### src/rtl/mcu_timer_if.sv
// mcu_timer_if: control, SFR-write and status signals of the 8051-style timer.
//   master : the core side; drives run/gate/mode controls, pins, SFR writes, tf_clr
//   slave  : the timer; drives tl/th count bytes, sticky tf and one-cycle ovf
interface mcu_timer_if;
  logic       tr;
  logic       gate;
  logic       int_pin;
  logic       ct;
  logic [1:0] mode;
  logic       t_pin;
  logic       wr_en;
  logic       wr_sel;
  logic [7:0] wr_data;
  logic       tf_clr;
  logic [7:0] tl;
  logic [7:0] th;
  logic       tf;
  logic       ovf;

  modport master (
    output tr, gate, int_pin, ct, mode, t_pin, wr_en, wr_sel, wr_data, tf_clr,
    input  tl, th, tf, ovf
  );

  modport slave (
    input  tr, gate, int_pin, ct, mode, t_pin, wr_en, wr_sel, wr_data, tf_clr,
    output tl, th, tf, ovf
  );
endinterface

### src/rtl/mcu_timer.sv
// mcu_timer: 8051-style timer/counter.
// A free-running prescaler divides clk_in down to the machine-cycle tick. Each
// tick the count advances either unconditionally (timer) or on a 1->0 change of
// t_pin seen across two consecutive ticks (counter), subject to tr/gate/int_pin.
// Modes: 0 = 13-bit, 1 = 16-bit, 2 = 8-bit auto-reload from th, 3 = hold.
// Ports:
//   clk_in : divided clock from the clock divider
//   rst_n  : asynchronous active-low reset
//   bus    : mcu_timer_if.slave (controls, SFR write, tl/th/tf/ovf)
module mcu_timer #(
  parameter int PRESCALE = 12  // input clocks per machine cycle, 2..15
) (
  input  logic        clk_in,
  input  logic        rst_n,
  mcu_timer_if.slave  bus
);

  typedef enum logic [1:0] {
    MODE_13   = 2'd0,
    MODE_16   = 2'd1,
    MODE_8AR  = 2'd2,
    MODE_HOLD = 2'd3
  } mode_e;

  localparam logic [3:0] PRESC_MAX = 4'(PRESCALE - 1);

  logic [3:0]  presc;
  logic        t_q;
  logic [7:0]  tl_q;
  logic [7:0]  th_q;
  logic        tf_q;
  logic        ovf_q;

  mode_e       mode;
  logic        tick;
  logic        run;
  logic        edge_ok;
  logic        inc;
  logic        at_max;
  logic        ovf_now;
  logic [12:0] cnt13_nxt;
  logic [15:0] cnt16_nxt;

  assign mode = mode_e'(bus.mode);

  // NOTE: every signal gets a value before the case below, so no latch is inferred.
  always_comb begin
    tick      = (presc == PRESC_MAX);
    run       = bus.tr & (~bus.gate | bus.int_pin);
    // Counter mode needs the pin high at the previous tick and low at this one.
    edge_ok   = bus.ct ? (t_q & ~bus.t_pin) : 1'b1;
    inc       = tick & run & edge_ok & (mode != MODE_HOLD);
    cnt13_nxt = {th_q, tl_q[4:0]} + 13'd1;
    cnt16_nxt = {th_q, tl_q} + 16'd1;
    at_max    = 1'b0;
    case (mode)
      MODE_13:  at_max = ({th_q, tl_q[4:0]} == 13'h1FFF);
      MODE_16:  at_max = ({th_q, tl_q} == 16'hFFFF);
      MODE_8AR: at_max = (tl_q == 8'hFF);
      default:  at_max = 1'b0;
    endcase
    // An SFR write owns the count for its cycle, so it also suppresses overflow.
    ovf_now   = inc & at_max & ~bus.wr_en;
  end

  // Prescaler and pin sampler run regardless of tr and mode.
  // NOTE: state registers use non-blocking assignments so every flop samples
  // pre-edge values, independent of statement order.
  always_ff @(posedge clk_in or negedge rst_n) begin
    if (!rst_n) begin
      presc <= 4'd0;
      t_q   <= 1'b1;
    end else begin
      presc <= tick ? 4'd0 : presc + 4'd1;
      if (tick) t_q <= bus.t_pin;
    end
  end

  always_ff @(posedge clk_in or negedge rst_n) begin
    if (!rst_n) begin
      tl_q  <= 8'h00;
      th_q  <= 8'h00;
      tf_q  <= 1'b0;
      ovf_q <= 1'b0;
    end else begin
      ovf_q <= ovf_now;
      // Set beats clear when both land in the same cycle.
      tf_q  <= ovf_now | (tf_q & ~bus.tf_clr);
      if (bus.wr_en) begin
        if (bus.wr_sel) th_q <= bus.wr_data;
        else            tl_q <= bus.wr_data;
      end else if (inc) begin
        case (mode)
          MODE_13: begin
            // tl[7:5] are not part of the 13-bit count and keep their value.
            th_q <= cnt13_nxt[12:5];
            tl_q <= {tl_q[7:5], cnt13_nxt[4:0]};
          end
          MODE_16:  {th_q, tl_q} <= cnt16_nxt;
          MODE_8AR: tl_q <= at_max ? th_q : tl_q + 8'd1;
          default:  ;
        endcase
      end
    end
  end

  assign bus.tl  = tl_q;
  assign bus.th  = th_q;
  assign bus.tf  = tf_q;
  assign bus.ovf = ovf_q;

endmodule

### src/flat_wrapper.sv
// flat-port wrapper written by rule: the top's interface ports become plain ports
module mcu_timer_flat 
#(
  parameter int PRESCALE = 12                                          
)
  (clk_in, rst_n, bus_tr, bus_gate, bus_int_pin, bus_ct, bus_mode, bus_t_pin, bus_wr_en, bus_wr_sel, bus_wr_data, bus_tf_clr, bus_tl, bus_th, bus_tf, bus_ovf);
  mcu_timer_if bus_i ();
  input  logic clk_in;
  input  logic rst_n;
  input wire logic [$bits(bus_i.tr)-1:0] bus_tr;
  input wire logic [$bits(bus_i.gate)-1:0] bus_gate;
  input wire logic [$bits(bus_i.int_pin)-1:0] bus_int_pin;
  input wire logic [$bits(bus_i.ct)-1:0] bus_ct;
  input wire logic [$bits(bus_i.mode)-1:0] bus_mode;
  input wire logic [$bits(bus_i.t_pin)-1:0] bus_t_pin;
  input wire logic [$bits(bus_i.wr_en)-1:0] bus_wr_en;
  input wire logic [$bits(bus_i.wr_sel)-1:0] bus_wr_sel;
  input wire logic [$bits(bus_i.wr_data)-1:0] bus_wr_data;
  input wire logic [$bits(bus_i.tf_clr)-1:0] bus_tf_clr;
  output wire logic [$bits(bus_i.tl)-1:0] bus_tl;
  output wire logic [$bits(bus_i.th)-1:0] bus_th;
  output wire logic [$bits(bus_i.tf)-1:0] bus_tf;
  output wire logic [$bits(bus_i.ovf)-1:0] bus_ovf;
  assign bus_i.tr = bus_tr;
  assign bus_i.gate = bus_gate;
  assign bus_i.int_pin = bus_int_pin;
  assign bus_i.ct = bus_ct;
  assign bus_i.mode = bus_mode;
  assign bus_i.t_pin = bus_t_pin;
  assign bus_i.wr_en = bus_wr_en;
  assign bus_i.wr_sel = bus_wr_sel;
  assign bus_i.wr_data = bus_wr_data;
  assign bus_i.tf_clr = bus_tf_clr;
  assign bus_tl = bus_i.tl;
  assign bus_th = bus_i.th;
  assign bus_tf = bus_i.tf;
  assign bus_ovf = bus_i.ovf;
  mcu_timer #(.PRESCALE(PRESCALE)) u_core (.clk_in(clk_in), .rst_n(rst_n), .bus(bus_i));
endmodule
### config.mk
export PLATFORM = sky130hd
export DESIGN_NAME = mcu_timer_flat
export DESIGN_NICKNAME = d
export VERILOG_FILES = /design/src/rtl/mcu_timer_if.sv /design/src/rtl/mcu_timer.sv /design/src/flat_wrapper.sv
export SDC_FILE = /design/constraint.sdc
export NUM_CORES = 1
export LEC_CHECK = 0
export ABC_AREA = 1
export ABC_CLOCK_PERIOD_IN_PS = 3400
export BUFFER_PORTS_ARGS = -buffer_cell sky130_fd_sc_hd__buf_2
export CAP_MARGIN = 20
export CORE_UTILIZATION = 45
export CTS_CLUSTER_SIZE = 25
export DETAILED_ROUTE_END_ITERATION = 8
export PLACE_DENSITY = 0.67
export SYNTH_ARGS = -nofsm -noshare
export SYNTH_HDL_FRONTEND = slang
export SYNTH_SLANG_ARGS = --single-unit
### constraint.sdc
create_clock -name clk_in -period 3.4 [get_ports clk_in]
set_input_delay 1.02 -clock clk_in [delete_from_list [all_inputs] [get_ports clk_in]]
set_output_delay 1.02 -clock clk_in [all_outputs]
set_load 0.005 [all_outputs]
---- Yosys cells after proc, flatten, opt, wreduce, memory -nomap -nowiden ----
Cells that the tools add are included.
operators by class
  add/subtract/negate cells ............... 4
  $mul .................................... 0
  div/mod/pow operators ................... 0
  order comparisons ....................... 0
  equality and inequality tests ........... 10
  shift operators ......................... 0
  muxes and demuxes ....................... 12
  bitwise gates (word level) .............. 14
  reduce and logical (&&, ||, !) cells .... 8
operators with widths
  operator               number
  $mux 8                 7
  $pmux 8 s3             1
  $add 16x1->16 const B  1
  $eq 16x16->1 const B   1
  $pmux 8 s2             1
  $add 13x1->13 const B  1
  $eq 13x13->1 const B   1
  $add 8x1->8 const B    1
  $and 1x1->1            8
  $eq 8x8->1 const B     1
  $ne 2x2->1 const B     3
  $reduce_and 3->1       2
  $reduce_bool 3->1      2
  $add 4x1->4 const B    1
  $eq 4x4->1 const B     1
  $mux 4                 1
  $not 1->1              4
  $reduce_and 4->1       1
  $reduce_bool 4->1      1
  $pmux 1 s3             1
  $eq 2x1->1 const B     1
  $eq 2x2->1 const B     1
  $logic_not 2->1        1
  $ne 2x1->1 const B     1
  other kinds (3)        4
storage, ports and cells
  register bits ........................... 23
  latch bits .............................. 0
  bits in writable memories ............... 0
  bits in read-only memories .............. 0
  input port bits ......................... 20
  memories ................................ 0

---- Logic depth before layout (Yosys ltp) ----
  depth after elaboration ................. 9
  mapped depth ............................ 15
  gate-level depth less buffers ........... 14

---- Worst setup path after synthesis ----
Ideal clock, no wire load.
  kind .................................... input -> register
  from .................................... input bus_mode[0]
  to ...................................... register u_core.th_q[7] (netlist: u_core.bus.th[7])
  arrival time ............................ 2.196 ns
  required time ........................... 3.275 ns
  path slack .............................. 1.079 ns
  stages .................................. 9
  buffers on the path ..................... 1
  path through ............................ ha_1 -> nor2_4 -> nand3_2 -> or3_1 -> nand2_2 -> inv_2 -> buf_6 -> a21oi_2 -> a22oi_2
between the ends
  longest elaborated chain between the ends .. 4
  elaborated cells between the ends (all ways) .. 10
  classes of those cells .................. eq/ne (2); mux (3); bitwise (1); reduce/logical (4)
ends and longest elaborated chain
  element                                             line                              source
  from (decl)                                         flat_wrapper.sv:14                input wire logic [$bits(bus_i.mode)-1:0] bus_mode;
  $eq 2x1->1 (tied with other cells)                  mcu_timer.sv:93                   case (mode)
  $pmux 8 s2 / $and 1x1->1 (equally long branches)    mcu_timer.sv:93, mcu_timer.sv:52
  $mux 8 / $reduce_bool 2->1 (equally long branches)  -
  $mux 8 / $reduce_and 3->1 (equally long branches)   -
  to (signal assigned)                                mcu_timer.sv:90                   if (bus.wr_sel) th_q <= bus.wr_data;
  to (signal assigned)                                mcu_timer.sv:96                   th_q <= cnt13_nxt[12:5];
  to (signal assigned)                                mcu_timer.sv:99                   MODE_16: {th_q, tl_q} <= cnt16_nxt;
  to (decl)                                           mcu_timer.sv:30                   logic [7:0] th_q;
Parallel ways exist; a longest one is shown, timed or not. The select of a mux whose other input is x is not followed.
A chain may end at the register's enable or synchronous reset.

---- Worst setup path in the final report ----
  from .................................... input bus_wr_en
  to ...................................... register u_core.tl_q[0] (netlist: u_core.bus.tl[0])
between the ends
  longest elaborated chain between the ends .. 2
  elaborated cells between the ends (all ways) .. 5
  classes of those cells .................. eq/ne (1); mux (1); reduce/logical (3)
ends and longest elaborated chain
  element                                              line                source
  from (decl)                                          flat_wrapper.sv:16  input wire logic [$bits(bus_i.wr_en)-1:0] bus_wr_en;
  $ne 2x2->1 (no source line) (tied with other cells)  -
  $reduce_and 3->1 (no source line)                    -
  to (signal assigned)                                 mcu_timer.sv:91     else tl_q <= bus.wr_data;
  to (signal assigned)                                 mcu_timer.sv:97     tl_q <= {tl_q[7:5], cnt13_nxt[4:0]};
  to (signal assigned)                                 mcu_timer.sv:99
  to (decl)                                            mcu_timer.sv:29     logic [7:0] tl_q;
Parallel ways exist; a longest one is shown, timed or not.

==> flow_summary.toml <==
[timing]
slew_violations = 0
setup_failing_eps_final = 0
final.hold.worst_slack_ps = 462
finalHoldViolCount = 0
skew_ps = 2.63
worst_pin_slew_ps = 586
setup_total_negative_slack_ps = 0
slew-limit-headroom_pct = 60.8
min_cycle_time_layout_ps = 2700
final_min_period_over_clock_period_pct = 79.5
fmax_ghz = 0.370
grt_setup_unrepaired = "no"

[floorplanning]
starting_utilization_of_the_core_area_pct = 47.6
dieArea_sq_um = 4560
row_count = 23
die_height_um = 67.5
die_w_um = 67.5
placeableCoreArea_sq_um = 4060
io_pins = 38

[place]
placedInstanceArea_sq_um = 2130
place.gp.congestion = 1.00
detailedPlacementHpwl_um = 3870
io_buffers = 37

[global_route]
first_pass_grt_wire_length_um = 8470
grt_usage_pct = 25.2
use_met3_pct = 3.38
grt_overflow_total = 0
pin_count_of_the_biggest_net_entering_global_routing = 24
grt_util_met1_pct = 38.2
grt.met2_usage_pct = 36.1
grt_antenna_before_repair = 0
global_route.peak_usage_layer = "met1"
grt_pass1_vias = 1811

[pwr]
power_leakage_nw = 1.14
max-vdd-ir-drop_mv = 0.184
power_dens_cells_nw_per_um2 = 419

[yosys]
yosys-top-cells-area = "sky130_fd_sc_hd__dfrtp_1 (28%), sky130_fd_sc_hd__nand2_1 (16%), sky130_fd_sc_hd__nand3_1 (9.1%), sky130_fd_sc_hd__a21oi_1 (7.5%), sky130_fd_sc_hd__inv_1 (7.2%)"
synth_top_area_cell = "sky130_fd_sc_hd__dfrtp_1"
synth.top_cells.by_count = "sky130_fd_sc_hd__nand2_1 (80), sky130_fd_sc_hd__inv_1 (37), sky130_fd_sc_hd__nand3_1 (35), sky130_fd_sc_hd__a21oi_1 (29), sky130_fd_sc_hd__nor2_1 (25)"
dominantRegCellSynth = "sky130_fd_sc_hd__dfrtp_1"
yosys.cell_count.top_type = "sky130_fd_sc_hd__nand2_1"
postSynthNetCount = 320
synth-edff-count = 0
synth.cell_area_sq_um = 1930
yosys.cell_types.count = 33
ys.warnings.count = 0
synth_seq_cells = 23
syn_avg_cell_area_sq_um = 6.57
number_of_instances_in_the_synthesized_netlist = 294
async_set_reset_flop_share_out_of_synthesis_pct = 100
synth-seq-area-share_pct = 29.9
fraction_of_post_synthesis_cell_area_in_the_top_cell_type_by_area_pct = 28.5

[setup_path]
max_stage_delay_ps = 600
cp-end-kind = "flop"
worst_path_most_repeated_cell = "sky130_fd_sc_hd__a21oi_1"
cell_with_the_largest_stage_delay_on_the_worst_path = "sky130_fd_sc_hd__a31oi_1"
worstPathCellList = "buf_2, inv_1, a31oi_1, nand2_1, a21oi_1, a21oi_1"
crit_path_max_fanout = 17
element_type_at_the_critical_path_start = "primary input"
critical_path_class = "in -> reg"
worstPathArrival_ps = 2870
required_time_of_the_critical_path_ps = 3560

[final_layout]
final_cell_area_sq_um = 2180
n_antenna_cell = 0
area.growth.synth_to_final_pct = 12.8
finish.net_count = 356
final_core_utilization_pct = 53.7
drive_above_1_share_pct = 21.6

[routing]
postRouteAntennaNets = 0
routedWlPerCell_um = 13.7
drc_errors = 0
first_iter_violations = 221
wirelength_um = 5180
dr_total_vias = 2061
vias_per_cell = 5.44
drt_pre_antenna_iters = 5

[clocking]
clk_root_buffer_cell = "sky130_fd_sc_hd__clkbuf_8"
tritoncts = "yes"
holdBufCountCts = 0
clock_sink_count = 23
cts-root-to-sink-buffers = 2
post-cts-setup-buffer-count = 0
worst_skew_pair_latency_ps = 270
tritoncts.num_buffers = 3
cts.repair.resized = 0
clkTransAtPathRegs_ps = 90
cts-htree-levels = 1

[run_status]
status = "complete, no violations"

[worst_hold_path]
hold_path.class = "reg -> reg"

[run]
max-cap-violations = 0
-- cell usage in the layout (no fill, tap or decap), drive strengths merged, types with 4 or more instances in the layout --
master,netlist,final
nand3,36,36
nor3,6,6
ha,6,6
inv,39,39
nor2,33,33
o21ai,9,9
buf,5,37
nand2,86,86
a22oi,4,4
dfrtp,22,22
a21oi,32,32
-- final cells by class --
type                       instances  area, sq um
fill                             428         1880
multi-input combinational        226         1160
sequential                        23          577
timing repair buffer              37          185
inverter                          39          146
tap                               50         62.6
clock buffer                       3         41.3
clock inverter                     1         5.00
-- flip-flops by register name, summed over array words and instances (netlist names) --
register / cells
u_core.bus.th: 8
u_core.bus.tl: 8
u_core.presc: 4
u_core.bus.ovf: 1
u_core.bus.tf: 1
u_core.t_q: 1
-- kinds of logic after synthesis --
family / count (synthesis) / share of synthesized area (%)
AND/OR/NAND/NOR: 168 / 39.2
AO/OA/AOI/OAI: 48 / 15.3
buffers and inverters: 45 / 9.97
flip-flops: 23 / 29.9
adder cells (fa/ha/maj): 6 / 3.89
XOR/XNOR: 4 / 1.81
-- where the power goes --
part           internal, mW  switching [mW]  total (mW)
Sequential            0.312          0.0636       0.376
Clock                0.0821          0.0986       0.181
Combinational         0.136           0.221       0.357
-- metrics by stage --
| stage | std cells | total power, mW | worst slack, ps |
|---|---|---|---|
| 6_report | 379 | 0.913 | 695 |
| 5_1_grt | 379 | 0.989 | 581 |
| 4_1_cts | 379 | 0.908 | 693 |
| 3_5_place_dp | 375 | 0.729 | 428 |
| 3_3_place_gp | 375 | 0.732 | 359 |
| 2_1_floorplan | 294 | 0.614 | 1080 |
-- path summary, 6_finish.rpt --
path / from / endpoint / slack (ps) / cells past startpoint
worst max-delay path: bus_wr_en / u_core.bus.tl[0] / 700 / 6
worst min-delay path: u_core.presc[0] / u_core.presc[0] / 460 / 1
worst max register to register: u_core.bus.tl[0] / u_core.bus.tl[0] / 1410 / 10
worst min register to register: u_core.presc[0] / u_core.presc[0] / 460 / 1
max in group asynchronous: rst_n / u_core.t_q / 2300 / 1
min in group asynchronous: rst_n / u_core.bus.tf / 730 / 1
-- worst max-delay path: cells and delay by family --
family,cells,cell delay [ps]
buffers and inverters,2,710
AOI/OAI and AO/OA,3,900
and+or+nand+nor,1,230
-- routing by layer --
metal	routed length, um	vias to the layer above	share of wire [%]
met1	2600	949	50
li1	-	1023	-
met3	331	11	6.4
met2	2170	78	42
met4	85	0	1.6
met5	0	-	0
(Power assumes the default switching activity.)
